$ cat config.mk
export PLATFORM = sky130hd
export DESIGN_NAME = vx_exec_exit_monitor
export DESIGN_NICKNAME = d
export VERILOG_FILES = /design/src/rtl/vx_exec_exit_monitor.sv
export SDC_FILE = /design/constraint.sdc
export NUM_CORES = 1
export LEC_CHECK = 0
export ABC_AREA = 0
export BUFFER_PORTS_ARGS = -buffer_cell sky130_fd_sc_hd__buf_4
export CAP_MARGIN = 10
export CORE_MARGIN = 4
export CORE_UTILIZATION = 35
export DETAILED_ROUTE_END_ITERATION = 16
export GPL_ROUTABILITY_DRIVEN = 0
export PLACE_DENSITY = 0.62
export SETUP_SLACK_MARGIN = 0.2
export SKIP_LAST_GASP = 1
export SYNTH_ARGS = -nofsm -noshare
export SYNTH_HDL_FRONTEND = slang
export SYNTH_SLANG_ARGS = --single-unit
$ cat constraint.sdc
create_clock -name clk -period 3.31 [get_ports clk]
set_input_delay 0.662 -clock clk [delete_from_list [all_inputs] [get_ports clk]]
set_output_delay 0.662 -clock clk [all_outputs]
set_load 0.02 [all_outputs]
$ cat src/rtl/vx_exec_exit_monitor.sv
// Execute-stage exit monitor: detects EBREAK/ECALL on any dispatch slot, captures the
// first event, waits for the pipeline to drain, then flags done. Optional watchdog: VX_EXIT_WATCHDOG_EN.
module vx_exec_exit_monitor #(
   parameter int unsigned NUM_SLOTS    = 4,
   parameter int unsigned NW_WIDTH     = 3,
   parameter int unsigned BR_BITS      = 4,
   parameter int unsigned MONITOR_WID  = 0,
   parameter int unsigned ALL_WARPS    = 0,
   parameter int unsigned DRAIN_CYCLES = 16,
   parameter int unsigned CNT_WIDTH    = 16,
   parameter int unsigned WDOG_CYCLES  = 65536
) (
   input  logic                                                clk,
   input  logic                                                reset,
   input  logic [NUM_SLOTS-1:0]                                slot_valid,
   input  logic [NUM_SLOTS-1:0]                                slot_ready,
   input  logic [NUM_SLOTS*NW_WIDTH-1:0]                       slot_wid,
   input  logic [NUM_SLOTS-1:0]                                slot_is_br,
   input  logic [NUM_SLOTS*BR_BITS-1:0]                        slot_br_op,
   input  logic                                                idle_in,
   input  logic                                                clear,
   output logic                                                sim_ebreak,
   output logic                                                exit_pending,
   output logic                                                exit_done,
   output logic [1:0]                                          exit_cause,
   output logic [((NUM_SLOTS > 1) ? $clog2(NUM_SLOTS) : 1)-1:0] exit_slot,
   output logic [NW_WIDTH-1:0]                                 exit_wid,
   output logic [CNT_WIDTH-1:0]                                event_count
);

   localparam int unsigned SLOT_W = (NUM_SLOTS > 1) ? $clog2(NUM_SLOTS) : 1;
   localparam int unsigned DCNT_W = (DRAIN_CYCLES > 0) ? $clog2(DRAIN_CYCLES + 1) : 1;
   localparam int unsigned SUM_W  = CNT_WIDTH + 1;
   localparam logic [DCNT_W-1:0]  DRAIN_LOAD = DCNT_W'(DRAIN_CYCLES);
   localparam logic [BR_BITS-1:0] BR_ECALL   = BR_BITS'(4'hA);
   localparam logic [BR_BITS-1:0] BR_EBREAK  = BR_BITS'(4'hB);
   localparam logic [1:0] CAUSE_NONE = 2'b00;
   localparam logic [1:0] CAUSE_EBRK = 2'b01;
   localparam logic [1:0] CAUSE_ECAL = 2'b10;
   localparam logic [1:0] CAUSE_WDOG = 2'b11;

   typedef enum logic [1:0] {ST_RUN, ST_DRAIN, ST_DONE} state_e;

   state_e                state_q, state_d;
   logic [1:0]            exit_cause_q, exit_cause_d;
   logic [SLOT_W-1:0]     exit_slot_q, exit_slot_d;
   logic [NW_WIDTH-1:0]   exit_wid_q, exit_wid_d;
   logic [CNT_WIDTH-1:0]  event_count_q, event_count_d;
   logic [DCNT_W-1:0]     drain_q, drain_d;

   logic [NUM_SLOTS-1:0]  fire_c;
   logic                  any_fire_c;
   logic [SLOT_W-1:0]     first_slot_c;
   logic                  first_ecall_c;
   logic [NW_WIDTH-1:0]   first_wid_c;
   logic [SUM_W-1:0]      fire_cnt_c;
   logic [SUM_W-1:0]      count_sum_c;
   logic                  wdog_hit_c;

   // Qualify each slot, pick the lowest-index firing slot and popcount the fires
   always_comb begin
      fire_c        = '0;
      first_slot_c  = '0;
      first_ecall_c = 1'b0;
      first_wid_c   = '0;
      fire_cnt_c    = '0;
      for (int i = 0; i < NUM_SLOTS; i++) begin
         fire_c[i] = slot_valid[i] & slot_ready[i] & slot_is_br[i]
                   & ((slot_br_op[i*BR_BITS +: BR_BITS] == BR_EBREAK)
                    | (slot_br_op[i*BR_BITS +: BR_BITS] == BR_ECALL))
                   & ((ALL_WARPS != 0) | (slot_wid[i*NW_WIDTH +: NW_WIDTH] == NW_WIDTH'(MONITOR_WID)));
         fire_cnt_c = fire_cnt_c + SUM_W'(fire_c[i]);
      end
      for (int i = NUM_SLOTS - 1; i >= 0; i--) begin
         if (fire_c[i]) begin
            first_slot_c  = SLOT_W'(i);
            first_ecall_c = (slot_br_op[i*BR_BITS +: BR_BITS] == BR_ECALL);
            first_wid_c   = slot_wid[i*NW_WIDTH +: NW_WIDTH];
         end
      end
   end

   assign any_fire_c = |fire_c;

`ifdef VX_EXIT_WATCHDOG_EN
   localparam int unsigned WD_W = (WDOG_CYCLES > 1) ? $clog2(WDOG_CYCLES) : 1;
   logic [WD_W-1:0] wdog_q, wdog_d;
   logic            handshake_c;

   assign handshake_c = |(slot_valid & slot_ready);
   assign wdog_hit_c  = (state_q == ST_RUN) && !any_fire_c && (wdog_q == WD_W'(WDOG_CYCLES - 1));

   always_comb begin
      wdog_d = '0;
      if (state_q == ST_RUN && !handshake_c && !wdog_hit_c) wdog_d = wdog_q + WD_W'(1);
   end

   always_ff @(posedge clk or negedge reset) begin
      if (!reset) wdog_q <= '0;
      else        wdog_q <= wdog_d;
   end
`else
   logic unused_wdog;
   assign unused_wdog = ^32'(WDOG_CYCLES);
   assign wdog_hit_c  = 1'b0;
`endif

   // State register
   always_ff @(posedge clk or negedge reset) begin
      if (!reset) state_q <= ST_RUN;
      else        state_q <= state_d;
   end

   // Next-state logic
   always_comb begin
      state_d = state_q;
      unique case (state_q)
         ST_RUN: begin
            if (any_fire_c)      state_d = (DRAIN_CYCLES == 0) ? ST_DONE : ST_DRAIN;
            else if (wdog_hit_c) state_d = ST_DONE;
         end
         ST_DRAIN: if (idle_in && drain_q == DCNT_W'(1)) state_d = ST_DONE;
         ST_DONE:  if (clear) state_d = ST_RUN;
         default:  state_d = ST_RUN;
      endcase
   end

   // Capture, drain counter and saturating event count
   always_comb begin
      exit_cause_d = exit_cause_q;
      exit_slot_d  = exit_slot_q;
      exit_wid_d   = exit_wid_q;
      drain_d      = DRAIN_LOAD;
      count_sum_c  = ((state_q == ST_DONE && clear) ? SUM_W'(0) : SUM_W'(event_count_q)) + fire_cnt_c;
      event_count_d = count_sum_c[CNT_WIDTH] ? '1 : count_sum_c[CNT_WIDTH-1:0];
      unique case (state_q)
         ST_RUN: begin
            if (any_fire_c) begin
               exit_cause_d = first_ecall_c ? CAUSE_ECAL : CAUSE_EBRK;
               exit_slot_d  = first_slot_c;
               exit_wid_d   = first_wid_c;
            end else if (wdog_hit_c) begin
               exit_cause_d = CAUSE_WDOG;
               exit_slot_d  = '0;
               exit_wid_d   = '0;
            end
         end
         ST_DRAIN: if (idle_in) drain_d = drain_q - DCNT_W'(1);
         ST_DONE: begin
            if (clear) begin
               exit_cause_d = CAUSE_NONE;
               exit_slot_d  = '0;
               exit_wid_d   = '0;
            end
         end
         default: ;
      endcase
   end

   always_ff @(posedge clk or negedge reset) begin
      if (!reset) begin
         exit_cause_q  <= CAUSE_NONE;
         exit_slot_q   <= '0;
         exit_wid_q    <= '0;
         event_count_q <= '0;
         drain_q       <= DRAIN_LOAD;
      end else begin
         exit_cause_q  <= exit_cause_d;
         exit_slot_q   <= exit_slot_d;
         exit_wid_q    <= exit_wid_d;
         event_count_q <= event_count_d;
         drain_q       <= drain_d;
      end
   end

   // Output decode
   always_comb begin
      sim_ebreak   = any_fire_c;
      exit_pending = (state_q == ST_DRAIN);
      exit_done    = (state_q == ST_DONE);
   end

   assign exit_cause  = exit_cause_q;
   assign exit_slot   = exit_slot_q;
   assign exit_wid    = exit_wid_q;
   assign event_count = event_count_q;

endmodule

After elaboration in Yosys (flattened, before gate mapping)
Cells that the tools add are included.
W data, S select, Z words.
Storage, ports and cells
  input port bits: 44
  output and inout port bits: 26
  register bits after elaboration: 30
Cells by class
  muxes and demuxes: 28
  bitwise gates (word level): 20
  add/sub/neg operators: 5
  eq/ne operators: 14
  reductions and logical operators: 11
Operators with widths (count)
  $eq A4 B4 Y1 const B: 8
  $mux W16: 2
  $mux W2: 10
  $mux W3: 6
  $add A16 B4 Y17: 1
  $and A1 B1 Y1: 16
  $logic_not A3 Y1: 4
  $mux W5: 2
  $pmux W2 S2: 2
  $pmux W2 S3: 1
  $pmux W3 S2: 1
  $reduce_and A3 Y1: 2
  $eq A5 B1 Y1 const B: 1
  $sub A5 B1 Y5 const B: 1
  $add A3 B1 Y4: 1
  $mux W1: 4
  $ne A2 B2 Y1 const B: 2
  $or A1 B1 Y1: 4
  $reduce_or A4 Y1: 1
  $add A2 B1 Y3: 1
  $add A1 B1 Y2: 1
  $eq A2 B1 Y1 const B: 1
  $eq A2 B2 Y1 const B: 1
  $logic_and A1 B1 Y1: 2
  other kinds (3): 3

Depth between registers and ports, before layout
  depth after elaboration: 11
  mapped depth: 13
  gate-level depth less buffers: 13

Least setup slack after synthesis
OpenSTA, ideal clock, no wires.
  path type: input-to-reg
  from: input slot_wid[10]
  to: register event_count_q[10], in the netlist event_count[10]
  path slack: -0.463 ns
  data required time: 3.227 ns
  data arrival time: 3.691 ns
  stages: 12
  path buffers: 1
  cell sequence: or4b_4 nor4b_4 fa_1 inv_1 fa_1 inv_1 fa_1 nand4_1 nor4_1 nand4_1 clkbuf_1 o21ai_0
On the way
  longest elaborated chain between the ends: 5
RTL lines
  from (decl): line 17  | input logic [NUM_SLOTS*NW_WIDTH-1:0] slot_wid,
  $logic_not A3 Y1: line 71  | & ((ALL_WARPS != 0) | (slot_wid[i*NW_WIDTH +: NW_WIDTH] == NW_WIDTH'(MONITOR_WID)));
  $and A1 B1 Y1: line 71
  $add A3 B1 Y4: line 72  | fire_cnt_c = fire_cnt_c + SUM_W'(fire_c[i]);
  $add A16 B4 Y17: line 134  | count_sum_c = ((state_q == ST_DONE && clear) ? SUM_W'(0) : SUM_W'(event_count_q)) + fire_cnt_c;
  $mux W16: line 135  | event_count_d = count_sum_c[CNT_WIDTH] ? '1 : count_sum_c[CNT_WIDTH-1:0];
  via event_count_d[10]: line 48  | logic [CNT_WIDTH-1:0] event_count_q, event_count_d;
  to (signal assigned): line 171  | event_count_q <= event_count_d;
  to (decl): line 48
The timed path passes the listed nets, and every way through them passes these cells.
A chain may end at the register's enable or synchronous reset.

Worst setup path in the final report
  from: input slot_wid[11]
  to: register event_count_q[15], in the netlist event_count[15]
Same word-level chain as after synthesis.

==> impl_results.md <==
* Initial antenna violation count at 0
* Period minus WS final at 3.27 ns
* Layout net count at 306
* CP startpoint kind: input pin
* Via density at 4.85
* Mapped Cells at 169
* Gate power share at 20.0%
* Dpl cells at 298
* Slew @ Worst Pin at 0.550 ns
* CP Capture Type: flip-flop
* Syn-to-layout area delta at 48.4%
* Crit-path max FO at 5
* Initial Util at 37.3%
* Gr usage total at 14.5%
* CTS Buf Count at 5
* Register area share after synthesis at 45.1%
* Slowest stage cell, crit path: or4b_4
* Switch Pwr at 237 uW
* Finished Core Util at 55.3%
* CP arrival at 3.41 ns
* Total grt overflow at 0
* Die height at 77.1 microns
* Worst vdd ir at 0.000297 V
* Drt pass-1 iters at 4
* Syn nets at 220
* HPWL after DPL at 3240 microns
* Clk pin slew, worst setup/hold paths at 0.06 ns
* RSZ-0062 raised after global routing: yes
* Hold WC Path Type: input pin to async pin
* # port buffers at 69
* Worst path cell trace: buf_6, or4b_4, nor4b_4, fa_1, inv_1, fa_2, inv_2, fa_2, nand4_1, nor4_4, buf_4, nor3b_2, a211oi_1
* Maximum clock path buffer count at 2
* Drt first-iter violations at 44
* CTS tree: built
* WL per Instance at 13.4 microns
* I/O pin total at 70
* Sequential power share at 46.7%
* FP Rows at 24
* Status: complete, no violations
* Pwr Density at 360 nW/um^2
* Pint at 655 uW
* Buf+Inv Stages, Crit Path at 4
* Slew Viols, Final at 0
* Root cell of the clock tree: clkbuf_8
* Req. time, crit path at 3.45 ns
* Synth warn at 0
* Critical path type: input pin to flip-flop
* Die Wd at 77.1 microns
* Delay-heaviest family, CP: simple AND/OR/NAND/NOR gates
* Vias at 1,495
* Mapped Area at 1670 sq um
* Core ar. at 4470 sq um
* Fillers at 414
* Syn avg cell area at 9.88 sq um
* Layout cells sized above 1 at 41.0%
* Max_cap viols at 0
* Clock skew at 0.00397 ns
* Switch share at 26.6%
* First-pass GRT wire length at 6930 microns
* Non-filler cells, final at 308
* Tcrit/Tclk final at 98.9%
* Post-detailed-routing wire length at 4120 microns
* Antenna-violating nets left at 0
* Clock Power Share at 33.2%
* Commonest non-fill, non-tap cells in the layout: buf_4, dfrtp_1, nand2_1
* Worst-Skew Late Latency at 0.28 ns
* Leak Pwr at 1.24 nW
* ANT cells at 0
* Largest net degree at the start of global routing at 31
* Most used cell along the critical path: fa_2
* Commonest non-fill, non-tap cell in the layout: buf_4
* H-tree levels at 2
* # DRC at 0
* Fmax at 305 MHz
* Die area at 5940 sq um
* CP peak stage delay at 0.53 ns
* Final-report hold violation count at 0
* Final number of setup-violating endpoints at 0
* Clk sink count at 30
* Vias in the first global route at 1,513
* Relative slew margins at 63.3%
* #FFs+latches synth at 30
* Unique cell type count in the Yosys netlist at 40
-- cells in the mapped netlist --
| cell type | instances | area [sq um] |
|---|---|---|
| fa_1 | 3 | 60.1 |
| nand3b_1 | 4 | 30.0 |
| or4b_4 | 1 | 13.8 |
| or4_1 | 1 | 7.51 |
| a311o_1 | 1 | 10.0 |
| a211oi_1 | 3 | 22.5 |
| clkbuf_1 | 2 | 7.51 |
| nand2_1 | 19 | 71.3 |
| nor2_2 | 1 | 6.26 |
| ha_1 | 4 | 50.1 |
| dfrtp_1 | 29 | 726 |
| a21o_1 | 2 | 15.0 |
| mux2_1 | 2 | 22.5 |
| nor2_1 | 14 | 52.6 |
| mux2i_1 | 1 | 10.0 |
| and2_1 | 2 | 12.5 |
| o21ai_0 | 11 | 55.1 |
| xnor2_1 | 7 | 61.3 |
| o2bb2ai_1 | 1 | 8.76 |
| nor3_1 | 3 | 15.0 |
| and2_2 | 3 | 22.5 |
| nor4_1 | 4 | 25.0 |
| a311oi_1 | 1 | 8.76 |
| and3b_1 | 1 | 8.76 |
| xor2_1 | 8 | 70.1 |
| nand4b_1 | 4 | 35.0 |
| a21oi_1 | 3 | 15.0 |
| dfstp_2 | 1 | 26.3 |
| and3_1 | 2 | 12.5 |
| or2_2 | 1 | 6.26 |
| nor3b_1 | 1 | 7.51 |
| o22ai_1 | 1 | 6.26 |
| nand2b_1 | 3 | 18.8 |
| a2111o_1 | 1 | 11.3 |
| a22o_2 | 1 | 10.0 |
| nand4_1 | 3 | 18.8 |
| nand3_1 | 5 | 25.0 |
| nor4b_4 | 1 | 23.8 |
| or4bb_1 | 1 | 11.3 |
| inv_1 | 13 | 48.8 |
-- kinds of logic (layout without fill, tap and decap cells) --
| family | count (synthesis) | in the layout | share of synthesized area, % |
|---|---|---|---|
| multiplexers | 3 | 3 | 1.95 |
| XOR/XNOR | 15 | 15 | 7.87 |
| buffers and inverters | 15 | 102 | 3.37 |
| flip-flops | 30 | 30 | 45.1 |
| adder cells (fa/ha/maj) | 7 | 7 | 6.60 |
| AO/OA/AOI/OAI | 25 | 25 | 9.74 |
| AND/OR/NAND/NOR | 74 | 74 | 25.4 |
-- through the flow --
step	cell area, sq um	total power, mW	setup slack [ns]	hold WS [ns]	TNS (ns)
global route	2480	0.948	-0.0811	0.322	-0.661
global placement	2350	0.603	-0.214	0.478	-2.83
detailed placement	2350	0.603	-0.283	0.484	-3.75
finish	2480	0.892	0.0363	0.297	0
floorplan	1710	0.516	-0.129	0.366	-1.27
CTS	2450	0.903	0.0422	0.308	0
-- repair_timing --
action	CTS	global route
endpoints found under the hold margin	0	0
endpoints found under the setup margin	16	16
gates resized for setup	2	4
pin swaps	3	1
hold buffers	0	0
setup buffers	0	2
-- power by group through the flow --
stage	clock, mW	combinational (mW)	sequential [mW]
final	0.297	0.179	0.417
after floorplan	0	0.0848	0.431
after detailed placement	0	0.180	0.423
after global routing	0.325	0.201	0.422
after CTS	0.305	0.181	0.417
after global placement	0	0.180	0.423
-- state kept, by name (all words and copies together) (netlist names) --
name         cells
exit_slot        2
state_q          2
drain_q          5
event_count     16
exit_wid         3
exit_cause       2
-- worst paths after layout --
| path | end | cells past startpoint | slack (ns) | startpoint |
|---|---|---|---|---|
| hold / removal | event_count[0]$_DFF_PN0_ | 1 | 0.30 | reset |
| setup reg to reg | event_count[7]$_DFF_PN0_ | 10 | 0.77 | state_q[0]$_DFFE_PN0P_ |
| min in group clk | drain_q[0]$_DFF_PN0_ | 1 | 0.50 | drain_q[0]$_DFF_PN0_ |
| setup / recovery | event_count[15]$_DFF_PN0_ | 13 | 0.04 | slot_wid[11] |
| hold reg to reg | drain_q[0]$_DFF_PN0_ | 1 | 0.50 | drain_q[0]$_DFF_PN0_ |
| max in group asynchronous | drain_q[4]$_DFF_PN1_ | 1 | 2.69 | reset |
-- area by class of cell --
type                            count  area [sq um]  area share, %
Clock buffer                        7          86.3           3.49
Clock inverter                      1          5.00          0.202
Inverter                           13          48.8           1.97
Multi-Input combinational cell    124           900           36.3
Sequential cell                    30           752           30.4
Tap cell                           52          65.1           2.63
Timing Repair Buffer               81           619           25.0
-- metal layers --
metal / track usage, % / vias to the layer above / wire (microns)
met3: 4.10 / 9 / 216
met5: 0 / - / 0
met4: 4.80 / 0 / 66
met2: 22.6 / 29 / 1950
met1: 19.4 / 697 / 1890
li1: - / 760 / -
No activity file was read; power rests on OpenSTA's default activity.
